### src/rtl/serial_arith_pkg.sv
// Shared types and sizing helpers for the bit-serial arithmetic cells.
// Holds the control FSM encoding and the counter-width function.
package serial_arith_pkg;

  typedef enum logic [1:0] {
    IDLE = 2'd0,
    RUN  = 2'd1,
    DONE = 2'd2
  } state_t;

  function automatic int cnt_w(input int width);
    return $clog2(width);
  endfunction

endpackage

### src/rtl/serial_subtractor_full_subtractor.sv
// Single-bit full subtractor: difference parity and borrow generation.
// Used as the one shared bit cell of the serial subtractor.
module full_subtractor (
  input  logic a,
  input  logic b,
  input  logic bin,
  output logic d,
  output logic bout
);

  assign d    = a ^ b ^ bin;
  assign bout = (~a & b) | (~(a ^ b) & bin);

endmodule

### src/rtl/serial_subtractor.sv
// Bit-serial subtractor: diff = a - b - bin, LSB first, one bit per clock.
// Operands and result move through valid/ready handshakes.
module serial_subtractor
  import serial_arith_pkg::*;
#(
  parameter int WIDTH = 8
) (
  input  logic             clk,
  input  logic             rst,
  input  logic             in_valid,
  output logic             in_ready,
  input  logic [WIDTH-1:0] a,
  input  logic [WIDTH-1:0] b,
  input  logic             bin,
  output logic             out_valid,
  input  logic             out_ready,
  output logic [WIDTH-1:0] diff,
  output logic             bout,
  output logic             ovf,
  output logic             busy
);

  localparam int CNT_W = cnt_w(WIDTH);

  state_t state_q;
  state_t state_d;

  logic [WIDTH-1:0] a_q;
  logic [WIDTH-1:0] b_q;
  logic [WIDTH-1:0] res_q;
  logic [CNT_W-1:0] cnt_q;
  logic             brw_q;
  logic             sa_q;
  logic             sb_q;
  logic             d_bit;
  logic             brw_nx;

  full_subtractor u_cell (
    .a    (a_q[0]),
    .b    (b_q[0]),
    .bin  (brw_q),
    .d    (d_bit),
    .bout (brw_nx)
  );

  always_ff @(posedge clk) begin
    if (rst) state_q <= IDLE;
    else     state_q <= state_d;
  end

  always_comb begin
    state_d = state_q;
    unique case (state_q)
      IDLE:    if (in_valid)     state_d = RUN;
      RUN:     if (cnt_q == '0)  state_d = DONE;
      DONE:    if (out_ready)    state_d = IDLE;
      default:                   state_d = IDLE;
    endcase
  end

  always_ff @(posedge clk) begin
    if (rst) begin
      a_q   <= '0;
      b_q   <= '0;
      res_q <= '0;
      cnt_q <= '0;
      brw_q <= 1'b0;
      sa_q  <= 1'b0;
      sb_q  <= 1'b0;
    end else begin
      unique case (state_q)
        IDLE: begin
          if (in_valid) begin
            a_q   <= a;
            b_q   <= b;
            brw_q <= bin;
            sa_q  <= a[WIDTH-1];
            sb_q  <= b[WIDTH-1];
            cnt_q <= CNT_W'(WIDTH - 1);
          end
        end
        RUN: begin
          a_q   <= a_q >> 1;
          b_q   <= b_q >> 1;
          res_q <= {d_bit, res_q[WIDTH-1:1]};
          brw_q <= brw_nx;
          if (cnt_q != '0) cnt_q <= cnt_q - CNT_W'(1);
        end
        default: ;
      endcase
    end
  end

  assign in_ready  = (state_q == IDLE);
  assign out_valid = (state_q == DONE);
  assign busy      = (state_q != IDLE);
  assign diff      = res_q;
  assign bout      = brw_q;
  assign ovf       = (sa_q != sb_q) & (res_q[WIDTH-1] != sa_q);

endmodule

### config.mk
export PLATFORM = sky130hd
export DESIGN_NAME = serial_subtractor
export DESIGN_NICKNAME = d
export VERILOG_FILES = /design/src/rtl/serial_arith_pkg.sv /design/src/rtl/serial_subtractor_full_subtractor.sv /design/src/rtl/serial_subtractor.sv
export SDC_FILE = /design/constraint.sdc
export NUM_CORES = 1
export LEC_CHECK = 0
export CAP_MARGIN = 20
export CELL_PAD_IN_SITES_DETAIL_PLACEMENT = 1
export CELL_PAD_IN_SITES_GLOBAL_PLACEMENT = 2
export CORE_UTILIZATION = 26
export DETAILED_ROUTE_END_ITERATION = 12
export PLACE_DENSITY_LB_ADDON = 0.2
export SYNTH_ARGS = -nofsm -noshare
export SYNTH_HDL_FRONTEND = slang
export SYNTH_SLANG_ARGS = --single-unit
### constraint.sdc
create_clock -name clk -period 1.4 [get_ports clk]
set_input_delay 0.14 -clock clk [delete_from_list [all_inputs] [get_ports clk]]
set_output_delay 0.14 -clock clk [all_outputs]
set_load 0.005 [all_outputs]
==> run summary, run 1 <==
Traced cell by cell, the critical path runs through inv_2 > ha_4 > ha_4 > nor3b_4 > buf_6 > nor2_4 > a221oi_2. The DRC violation total after the first TritonRoute iteration was 46; the number of warnings printed during yosys synthesis was 0. After synthesis, the mean cell area works out to 9.35 sq um. Max-cap violations in this run came to 0. The tools report the number of ports placed on the die boundary as 34.

Power spread over the standard cell area amounts to 1180 nW/um^2. Final antenna diode count: 0. Counting flops with a built-in enable in the synthesized netlist gives 0.

The area fraction in compound gates after synthesis works out to 0.164. Measured along the x axis, the die boundary spans 75.2 um. The post-synthesis share of cell area spent on and, or, nand and nor gates was 0.151; the number of buffers on the longest clock path was 2. The tools report the finished layout cell area as 2030 sq um. Dividing the detail-routed via count by the number of cells gives 4.44. Predominant post-synthesis flop cell: sky130_fd_sc_hd__dfxtp_1. After detailed placement, the design holds a cell count of 251. The logs give 0 for the DRC violation count after routing and 665 uW for the switching power. The net count of the mapped netlist is 173. The peak clock frequency supported by timing was 740 MHz. Path category of the worst min-delay check: reg2reg. Counting the fill cells in the layout gives 634. After synthesis the netlist holds a flip-flop and latch count of 32. TritonCTS built the clock tree.

The overall fraction of global-route tracks in use is 0.130, and the maximum resistive drop on vdd is 601 uV. The total congestion overflow after global routing is 0, and the leakage power is 0.803 nW. For the worst path arrival time, the log shows 1.55 ns. The post-CTS clock slew at the launch and capture registers of the worst setup and hold paths came out at 0.06 ns.

Cell type with the highest occurrence count on the critical path: sky130_fd_sc_hd__ha_4. Counting every sink on the clock net gives 32. The proportion of synthesized flip-flops having asynchronous set or reset was 0.

For the headroom to the max-slew limit, the log shows 0.792. The number of clock buffers added by TritonCTS is 5. The transition time at the pin with the least slew margin works out to 0.311 ns. The later pin in the worst-skew pair is clocked with a latency of 0.28 ns. Across all hold checks on the routed design, the worst slack comes to 0.454 ns. Overall die area: 5650 sq um. For the finished layout, the period the worst path requires is 1.35 ns. Required arrival time at the worst endpoint: 1.60 ns. After synthesis, the largest family of logic cells by area is compound AO/OA/AOI/OAI gates.

Summing over every cut layer, the via total after detailed routing is 1,171. Synthesis handed over a netlist of 149 instances. Cell internal power was estimated by the tool at 1.72 mW. After detailed placement, the total cell area comes to 1830 sq um. The share of the clock period used by the worst path was 0.966; the fraction of final layout cells sized beyond drive strength 1 was 0.201.

The part of the total power dissipated in sequential elements was 0.442. Along the worst path, the maximum fanout reaches 4. Setup violations remaining at the end of the flow were counted as 0. The run gives 2.39 mW as the post-layout total power.

In this run the remaining antenna-violating nets after routing total 0. The share of synthesized cell area in full adder, half adder and majority cells is 0.0323. STA classifies the critical path startpoint as a flip-flop.

The overall routed net length is 3.27 mm, and the number of input and output port buffers inserted is 33. The XOR/XNOR share of the synthesized area is 0. The slowest cell on the critical path is sky130_fd_sc_hd__dfxtp_2.

Sequential element share of the synthesized area: 0.460. The total count of hold-check failures in the final report was 0. Routability-driven placement finished with a final weighted congestion of 0.700.

The region available for standard cell placement spans 5140 sq um. The floorplan has 26 rows. In this run the clock root is driven by a sky130_fd_sc_hd__clkbuf_8.

The maximum single-stage delay on the critical path is 0.33 ns, and the relative contribution of the clock network to total power is 0.306. Setup repair after global routing could not meet its margin everywhere. The first-pass GRT wire length is 5.24 mm. The final design utilization was 0.394; the starting utilization of the core area was 0.271. Counting distinct cell types in the post-synthesis netlist gives 28.

Part of the power in combinational logic: 0.253. Max-slew violation count: 0. The net switching fraction of the power is 0.278, and the net total in the final layout is 217. Leaving out filler cells and counting taps, the final layout contains 264.

The type of the setup path with the least slack is reg2reg. The HPWL after detailed placement is 2.31 mm. In this run the number of H-tree levels came out at 2. The first TritonRoute pass finished after 4 iterations. Die span in y: 75.2 um. The element type at the critical path end was a flip-flop.

For the initial antenna violation count, the log shows 0. The area growth from synthesis to layout was 45.5%. The proportion of synthesized area in mux cells works out to 0.122. Entering global routing, the biggest net connects 33 pins. The via count of the first global-routing pass is 1,175. The run finished with clean final reports. The clock arrives with 0.00289 ns of skew.

The mapped cell area was 1390 sq um; the final routed wire length divided by cell count was 12.4 um.
-- layout make-up --
cell class,count,area (sq um),area share
Tap cell,70,87.6,0.0432
Inverter,8,30.0,0.0148
Sequential cell,32,647,0.319
Clock inverter,2,10.0,0.00494
Clock buffer,6,82.6,0.0408
Timing Repair Buffer,47,462,0.228
Multi-Input combinational cell,99,707,0.349
-- timing repair --
item | in CTS | in global routing
endpoints found under the setup margin | 9 | 5
gates resized for setup | 18 | 4
buffers inserted | 4 | 1
pin swaps | 4 | 1
hold buffers | 0 | 0
-- placed cells by master, fill, tap and decap left out, types with 2 or more instances in the layout --
| master | instances |
|---|---|
| sky130_fd_sc_hd__nand2b_1 | 2 |
| sky130_fd_sc_hd__buf_12 | 2 |
| sky130_fd_sc_hd__inv_1 | 6 |
| sky130_fd_sc_hd__dlygate4sd2_1 | 4 |
| sky130_fd_sc_hd__a21oi_1 | 9 |
| sky130_fd_sc_hd__buf_4 | 11 |
| sky130_fd_sc_hd__clkdlybuf4s50_1 | 28 |
| sky130_fd_sc_hd__inv_2 | 2 |
| sky130_fd_sc_hd__a221oi_2 | 2 |
| sky130_fd_sc_hd__mux2i_1 | 17 |
| sky130_fd_sc_hd__clkinv_2 | 2 |
| sky130_fd_sc_hd__clkbuf_8 | 6 |
| sky130_fd_sc_hd__dfxtp_1 | 27 |
| sky130_fd_sc_hd__a22oi_1 | 3 |
| sky130_fd_sc_hd__nand2_1 | 16 |
| sky130_fd_sc_hd__ha_4 | 2 |
| sky130_fd_sc_hd__dfxtp_2 | 5 |
| sky130_fd_sc_hd__a211oi_1 | 14 |
| sky130_fd_sc_hd__nor2_1 | 21 |
-- state kept, by name (all words and copies together), names as in the netlist --
register and cells:
diff 8, a_q 8, bout 1, sb_q 1, state_q 2, cnt_q 3
sa_q 1, b_q 8
-- synth_stat cells (all sizes together) (2+ instances only) --
cell type,count,share of area
nand2,16,0.043
a22oi,3,0.016
nand2b,2,0.0090
a221oi,2,0.013
buf,7,0.041
ha,2,0.018
a211oi,15,0.081
clkbuf,3,0.0081
nor2,22,0.061
nor3b,2,0.018
inv,8,0.022
mux2i,17,0.12
dfxtp,32,0.46
a21oi,9,0.032
-- worst max-delay path, delay by kind of cell, from the launching register on --
family                   cells  cell delay, ns
adder cells (fa/ha/maj)      2            0.32
buffers and inverters        2            0.18
flip-flops                   1            0.33
AO/OA/AOI/OAI                1            0.19
AND/OR/NAND/NOR              2            0.24
-- stage by stage --
step,setup WS (ns),TNS [ns]
floorplan,0.0229,0
global placement,-0.00345,-0.00486
detailed placement,-0.170,-0.372
CTS,0.00159,0
global route,-0.0105,-0.0105
finish,0.0477,0
-- kinds of logic (layout without fill, tap and decap cells) --
logic type	Yosys count	after routing
AOI/OAI and AO/OA	33	33
adders and majority gates	3	3
buffers and inverters	18	63
DFF	32	32
muxes	17	17
and+or+nand+nor	46	46
-- final timing paths --
path	from	end	slack (ns)	cells past startpoint
setup / recovery	cnt_q[0]	cnt_q[1]	0.05	7
hold / removal	diff[0]	diff[0]	0.45	2
setup reg to reg	cnt_q[0]	cnt_q[1]	0.05	7
hold reg to reg	diff[0]	diff[0]	0.45	2
-- per-layer routing --
| layer | routed length (um) | global-route usage |
|---|---|---|
| met4 | 64 | 0.0679 |
| met1 | 1370 | 0.136 |
| met3 | 178 | 0.0482 |
| met2 | 1650 | 0.229 |
| met5 | 0 | 0 |
-- power by group through the flow --
| stage | Combinational, mW | Clock (mW) | Sequential, mW |
|---|---|---|---|
| finish | 0.603 | 0.730 | 1.05 |
| global placement | 0.508 | 0 | 1.06 |
| detailed placement | 0.526 | 0 | 1.07 |
| global route | 0.668 | 0.804 | 1.07 |
| CTS | 0.602 | 0.766 | 1.05 |
| floorplan | 0.324 | 0 | 1.06 |
Note: power is estimated with default switching activity, not from simulation.
==> inputs of run 2 (changes only) <==
SKIP_LAST_GASP = 1   (was default)
==> results of run 2 <==
No change in the layout: final DEF, timing and power equal those of run 1.
